<file path="src/rtl/eth_sw_pkg.sv">
// Shared switch-datapath definitions: arbiter state encoding, default timing
// constants and an index-width helper used by the receive/transmit arbiters.
package eth_sw_pkg;

  typedef enum logic [1:0] {
    ST_IDLE = 2'd0,
    ST_XFER = 2'd1,
    ST_GAP  = 2'd2
  } arb_state_t;

  localparam int unsigned DEF_GAP_CYCLES = 12;
  localparam int unsigned DEF_TIMEOUT    = 64;

  // Width needed to hold values 0..n-1, never less than one bit.
  function automatic int unsigned idx_width(input int unsigned n);
    return (n <= 2) ? 1 : $clog2(n);
  endfunction

endpackage

</file>
<file path="src/rtl/rr_arb_pick.sv">
// Combinational round-robin pick: first request at or after ptr, wrapping.
// Returns one-hot winner, its index and whether any request was present.
module rr_arb_pick #(
  parameter int unsigned N = 4,
  parameter int unsigned W = 2
) (
  input  logic [N-1:0] req,
  input  logic [W-1:0] ptr,
  output logic [N-1:0] grant,
  output logic [W-1:0] idx,
  output logic         any
);

  logic [W-1:0] cand;

  always_comb begin
    grant = '0;
    idx   = '0;
    any   = 1'b0;
    cand  = ptr;
    for (int unsigned i = 0; i < N; i++) begin
      if (!any && req[cand]) begin
        any         = 1'b1;
        grant[cand] = 1'b1;
        idx         = cand;
      end
      cand = (cand == W'(N - 1)) ? '0 : cand + 1'b1;
    end
  end

endmodule

</file>
<file path="src/rtl/eth_rx_port_arbiter.sv">
// Round-robin frame arbiter merging NUM_PORTS receive streams onto one path.
// Optional frame/abort counters are enabled with `define ETH_RX_ARB_STATS_EN.
module eth_rx_port_arbiter
  import eth_sw_pkg::*;
#(
  parameter int unsigned NUM_PORTS  = 4,
  parameter int unsigned GAP_CYCLES = DEF_GAP_CYCLES,
  parameter int unsigned TIMEOUT    = DEF_TIMEOUT
) (
  input  logic                         i_clk,
  input  logic                         i_rst,
  input  logic [NUM_PORTS-1:0]         i_req,
  input  logic [NUM_PORTS-1:0]         i_valid,
  input  logic [NUM_PORTS-1:0]         i_last,
  input  logic [NUM_PORTS-1:0]         i_er,
  input  logic [8*NUM_PORTS-1:0]       i_data,
  output logic [NUM_PORTS-1:0]         o_ready,
  input  logic                         i_ready,
  output logic                         o_valid,
  output logic                         o_last,
  output logic                         o_er,
  output logic [7:0]                   o_data,
  output logic [NUM_PORTS-1:0]         o_grant,
  output logic [$clog2(NUM_PORTS)-1:0] o_sel,
  output logic                         o_busy,
`ifdef ETH_RX_ARB_STATS_EN
  output logic [15:0]                  o_frame_cnt,
  output logic [15:0]                  o_abort_cnt,
`endif
  output logic                         o_abort
);

  localparam int unsigned SW = $clog2(NUM_PORTS);
  localparam int unsigned WW = idx_width(TIMEOUT);
  localparam int unsigned GW = idx_width(GAP_CYCLES);

  arb_state_t           state, state_nxt;
  logic [NUM_PORTS-1:0] grant_q, grant_nxt;
  logic [SW-1:0]        sel_q, sel_nxt;
  logic [SW-1:0]        ptr_q, ptr_nxt;
  logic [WW-1:0]        wd_q, wd_nxt;
  logic [GW-1:0]        gap_q, gap_nxt;
  logic                 abort_q, abort_nxt;
  logic                 end_frame, xfer;

  logic [NUM_PORTS-1:0] pick_grant;
  logic [SW-1:0]        pick_idx;
  logic                 pick_any;

  rr_arb_pick #(
    .N (NUM_PORTS),
    .W (SW)
  ) u_pick (
    .req   (i_req),
    .ptr   (ptr_q),
    .grant (pick_grant),
    .idx   (pick_idx),
    .any   (pick_any)
  );

  // Grant is only non-zero in XFER, so masking with it also gates by state.
  always_comb begin
    o_valid = |(grant_q & i_valid);
    o_last  = |(grant_q & i_last);
    o_er    = |(grant_q & i_er);
    o_data  = '0;
    for (int unsigned p = 0; p < NUM_PORTS; p++) begin
      o_data = o_data | ({8{grant_q[p]}} & i_data[8*p +: 8]);
    end
  end

  assign o_ready = grant_q & {NUM_PORTS{i_ready}};
  assign xfer    = o_valid & i_ready;
  assign o_grant = grant_q;
  assign o_sel   = sel_q;
  assign o_busy  = (state != ST_IDLE);
  assign o_abort = abort_q;

  always_comb begin
    state_nxt = state;
    grant_nxt = grant_q;
    sel_nxt   = sel_q;
    ptr_nxt   = ptr_q;
    wd_nxt    = wd_q;
    gap_nxt   = gap_q;
    abort_nxt = 1'b0;
    end_frame = 1'b0;
    case (state)
      ST_IDLE: begin
        if (pick_any) begin
          state_nxt = ST_XFER;
          grant_nxt = pick_grant;
          sel_nxt   = pick_idx;
          ptr_nxt   = (pick_idx == SW'(NUM_PORTS - 1)) ? '0 : pick_idx + 1'b1;
          wd_nxt    = '0;
        end
      end
      ST_XFER: begin
        // A terminating transfer takes priority over a coincident timeout.
        if (xfer && (o_last || o_er)) begin
          end_frame = 1'b1;
        end else if (xfer) begin
          wd_nxt = '0;
        end else if (wd_q == WW'(TIMEOUT - 1)) begin
          end_frame = 1'b1;
          abort_nxt = 1'b1;
        end else begin
          wd_nxt = wd_q + 1'b1;
        end
        if (end_frame) begin
          grant_nxt = '0;
          wd_nxt    = '0;
          if (GAP_CYCLES == 0) begin
            state_nxt = ST_IDLE;
          end else begin
            state_nxt = ST_GAP;
            gap_nxt   = GW'(GAP_CYCLES - 1);
          end
        end
      end
      ST_GAP: begin
        if (gap_q == '0) state_nxt = ST_IDLE;
        else             gap_nxt   = gap_q - 1'b1;
      end
      default: state_nxt = ST_IDLE;
    endcase
  end

  always_ff @(posedge i_clk) begin
    if (i_rst) begin
      state   <= ST_IDLE;
      grant_q <= '0;
      sel_q   <= '0;
      ptr_q   <= '0;
      wd_q    <= '0;
      gap_q   <= '0;
      abort_q <= 1'b0;
    end else begin
      state   <= state_nxt;
      grant_q <= grant_nxt;
      sel_q   <= sel_nxt;
      ptr_q   <= ptr_nxt;
      wd_q    <= wd_nxt;
      gap_q   <= gap_nxt;
      abort_q <= abort_nxt;
    end
  end

`ifdef ETH_RX_ARB_STATS_EN
  // Error-terminated frames are tallied with timeouts, not as good frames.
  always_ff @(posedge i_clk) begin
    if (i_rst) begin
      o_frame_cnt <= '0;
      o_abort_cnt <= '0;
    end else begin
      if (xfer && o_last && !o_er && o_frame_cnt != 16'hFFFF)
        o_frame_cnt <= o_frame_cnt + 16'd1;
      if ((abort_nxt || (xfer && o_er)) && o_abort_cnt != 16'hFFFF)
        o_abort_cnt <= o_abort_cnt + 16'd1;
    end
  end
`endif

endmodule

</file>
<file path="config.mk">
export PLATFORM = sky130hd
export DESIGN_NAME = eth_rx_port_arbiter
export DESIGN_NICKNAME = d
export VERILOG_FILES = /design/src/rtl/eth_sw_pkg.sv /design/src/rtl/rr_arb_pick.sv /design/src/rtl/eth_rx_port_arbiter.sv
export SDC_FILE = /design/constraint.sdc
export NUM_CORES = 1
export LEC_CHECK = 0
export CAP_MARGIN = 20
export CORE_ASPECT_RATIO = 1.2
export CORE_MARGIN = 5
export CORE_UTILIZATION = 43
export CTS_CLUSTER_SIZE = 14
export DETAILED_ROUTE_END_ITERATION = 6
export PLACE_DENSITY = 0.81
export SLEW_MARGIN = 10
export SYNTH_ARGS = -nofsm -noshare
export SYNTH_HDL_FRONTEND = slang
export SYNTH_SLANG_ARGS = --single-unit
</file>
<file path="constraint.sdc">
create_clock -name i_clk -period 3.8 [get_ports i_clk]
set_input_delay 0.95 -clock i_clk [delete_from_list [all_inputs] [get_ports i_clk]]
set_output_delay 0.95 -clock i_clk [all_outputs]
set_load 0.01 [all_outputs]
</file>
==> run summary <==
status: finished, final reports clean
Synth async-reset ratio: 0%
H-tree levels: 1
drt total wl: 5.47 mm
CTS Buf Count: 3
post-synthesis sequential area ratio: 24.0%
pin count of the biggest net entering global routing: 21
endpoint required time on the critical path: 2.85 ns
pwr dens: 635 mW/mm²
post-cts sizing count: 0
synthesized area: 0.00175 mm²
HPWL after DPL: 4.35 mm
CP arrival: 2.16 ns
chip height: 79.9 µm
DRC viols: 0
CTS tree: done
Yosys cell types: 51
CP Class: in2out
die area: 0.00545 mm²
core area: 0.00394 mm²
initial antenna violation count: 0
top cells by area, synth: dfxtp_1, a22oi_1, ha_1, a21oi_1, nand2_1
Total GRT Usage: 20.4%
number of port buffers: 73
yosys warns: 0
CTS clk-pin slew, worst paths: 0.08 ns
Post-synth EDFFs: 0
Fmax achieved: 322 MHz
Worst R2R Start: ptr_q[1]$_SDFFE_PP0P_
vias per cell: 5.66
Rows: 25
top cell type's share of synthesized area: 24.0%
CP Launch Type: primary input
# fillers: 364
DRT Pass-1 Iters: 4
Starting Density: 44.4%
Initial DRC Count: 126
# hold bufs at CTS: 0
Antenna Cells: 0
Worst Max-Slew Pin Slew: 0.635 ns
setup tns final: 0 ns
Post-Syn Area per Cell: 7.71 µm²
grt ovf: 0
routability congestion estimate: 0.802
routed len/inst: 15.8 µm
Post-CTS Setup Inserts: 0
Post-synth top cells: a22oi_1, dfxtp_1, nand2_1, a21oi_1, nor2_1
final slew viol count: 0
RSZ-0062 raised after global routing: no
Syn-to-layout area delta: 45.1%
Clock Tree Root: clkbuf_8
endpoints failing setup: 0
clock skew: 0.00561 ns
Main synth FF type: dfxtp_1
post-route cell area: 0.00254 mm²
P_leak: 0.996 nW
Slew HR: 57.5%
Max-Cap Viols: 0
placed instance area: 0.00249 mm²
Critical Path Sink Type: output pin
RR Endpoint: o_grant[3]$_SDFFE_PP0P_
# IOs: 74
reg-to-reg slack, setup: 0.96 ns
die width: 68.2 µm
crit path from: i_valid[0]
Hold Crit Class: reg2reg
layout net count: 353
Mapped Nets: 287
share of cells above drive strength 1: 5.48%
Worst VDD drop: 0.434 mV
vias in the first global route: 1,905
Fin. Hold Viols: 0
synthesized instance count: 227
worst-path maximum fanout: 2
via count: 1,957
FF+latch count, synth: 21
CTS Buffer Depth: 2
global-route wire length before repair: 8.85 mm
Clock Sinks: 21
antenna-violating nets left: 0
Setup crit end: o_valid
Final min period: 3.11 ns
final period utilization: 81.8%
area leader, netlist: dfxtp_1
reg2reg path depth: 9
clk_lat worst skew: 0.26 ns
cell with the most instances after synthesis: a22oi_1
==> logic make-up after synthesis <==
logic type	count (synthesis)	synth area share, %
flip-flops	21	24.0
multiplexers	7	4.29
AND/OR/NAND/NOR	81	24.3
XOR/XNOR	2	1.00
buffers and inverters	24	6.15
AO/OA/AOI/OAI	83	33.8
adder cells (fa/ha/maj)	9	6.43
==> power by group <==
group	internal (mW)	switching, mW
Combinational	0.547	0.568
Sequential	0.266	0.0874
Clock	0.0730	0.0703
Total	0.886	0.726
==> metal layers <==
| layer | vias to the layer above | part of all wire (%) | track usage (%) |
|---|---|---|---|
| li1 | 976 | - | - |
| met1 | 900 | 38 | 21.9 |
| met2 | 68 | 53 | 39.4 |
| met3 | 13 | 7.1 | 3.38 |
| met4 | 0 | 1.8 | 5.17 |
| met5 | - | 0 | 0 |
==> worst max-delay path, stage by stage <==
cell and delay [ns]:
clkdlybuf4s50_1 0.40, a22oi_1 0.24, nand2_1 0.07, clkdlybuf4s50_1 0.49
==> placed cells by master (no fill, tap or decap), drive strengths merged, types with 2 or more instances in the layout <==
master,n
clkdlybuf4s50,73
a22oi,23
nand2,21
dfxtp,21
a21oi,20
nor2,16
o21ai,12
nand3,11
inv,10
ha,9
nand2b,9
mux2i,6
nor3,5
and3,5
a311oi,5
and2,4
a22o,4
or2,4
clkbuf,3
o211ai,2
a21o,2
xnor2,2
a221o,2
o211a,2
buf,2
nor3b,2
==> through the flow <==
stage	hold slack (ns)	setup WS [ns]	power [mW]	utilization (%)	cells
floorplan	0.452	1.11	1.08	-	227
global placement	0.473	0.684	1.44	63.3	342
detailed placement	0.480	0.592	1.47	63.3	342
CTS	0.493	0.679	1.61	64.4	346
global route	0.530	0.591	1.74	64.4	346
finish	0.494	0.691	1.61	64.4	346
==> final cells by class <==
| cell class | instances | area (µm²) | area share [%] |
|---|---|---|---|
| Tap cell | 54 | 67.6 | 2.66 |
| Inverter | 10 | 37.5 | 1.48 |
| Clock buffer | 3 | 41.3 | 1.63 |
| Clock inverter | 1 | 5.00 | 0.197 |
| Multi-Input combinational cell | 182 | 1220 | 48.1 |
| Timing Repair Buffer | 75 | 746 | 29.4 |
| Sequential cell | 21 | 420 | 16.6 |
==> flip-flops by register name, indices dropped and copies added (netlist names) <==
name     count
o_sel        2
state        2
o_abort      1
o_grant      4
gap_q        4
wd_q         6
ptr_q        2
==> worst min-delay path by stage <==
| stage | startpoint | endpoint | slack [ns] | depth (start not counted) |
|---|---|---|---|---|
| floorplan | wd_q[5]$_SDFFE_PP0P_ | wd_q[5]$_SDFFE_PP0P_ | 0.45 | 1 |
| finish | wd_q[5]$_SDFFE_PP0P_ | wd_q[5]$_SDFFE_PP0P_ | 0.49 | 1 |
| global route | wd_q[5]$_SDFFE_PP0P_ | wd_q[5]$_SDFFE_PP0P_ | 0.53 | 1 |
| detailed placement | wd_q[5]$_SDFFE_PP0P_ | wd_q[5]$_SDFFE_PP0P_ | 0.48 | 1 |
| CTS | wd_q[5]$_SDFFE_PP0P_ | wd_q[5]$_SDFFE_PP0P_ | 0.49 | 1 |
| global placement | wd_q[5]$_SDFFE_PP0P_ | wd_q[5]$_SDFFE_PP0P_ | 0.47 | 1 |
(Power assumes the default switching activity.)
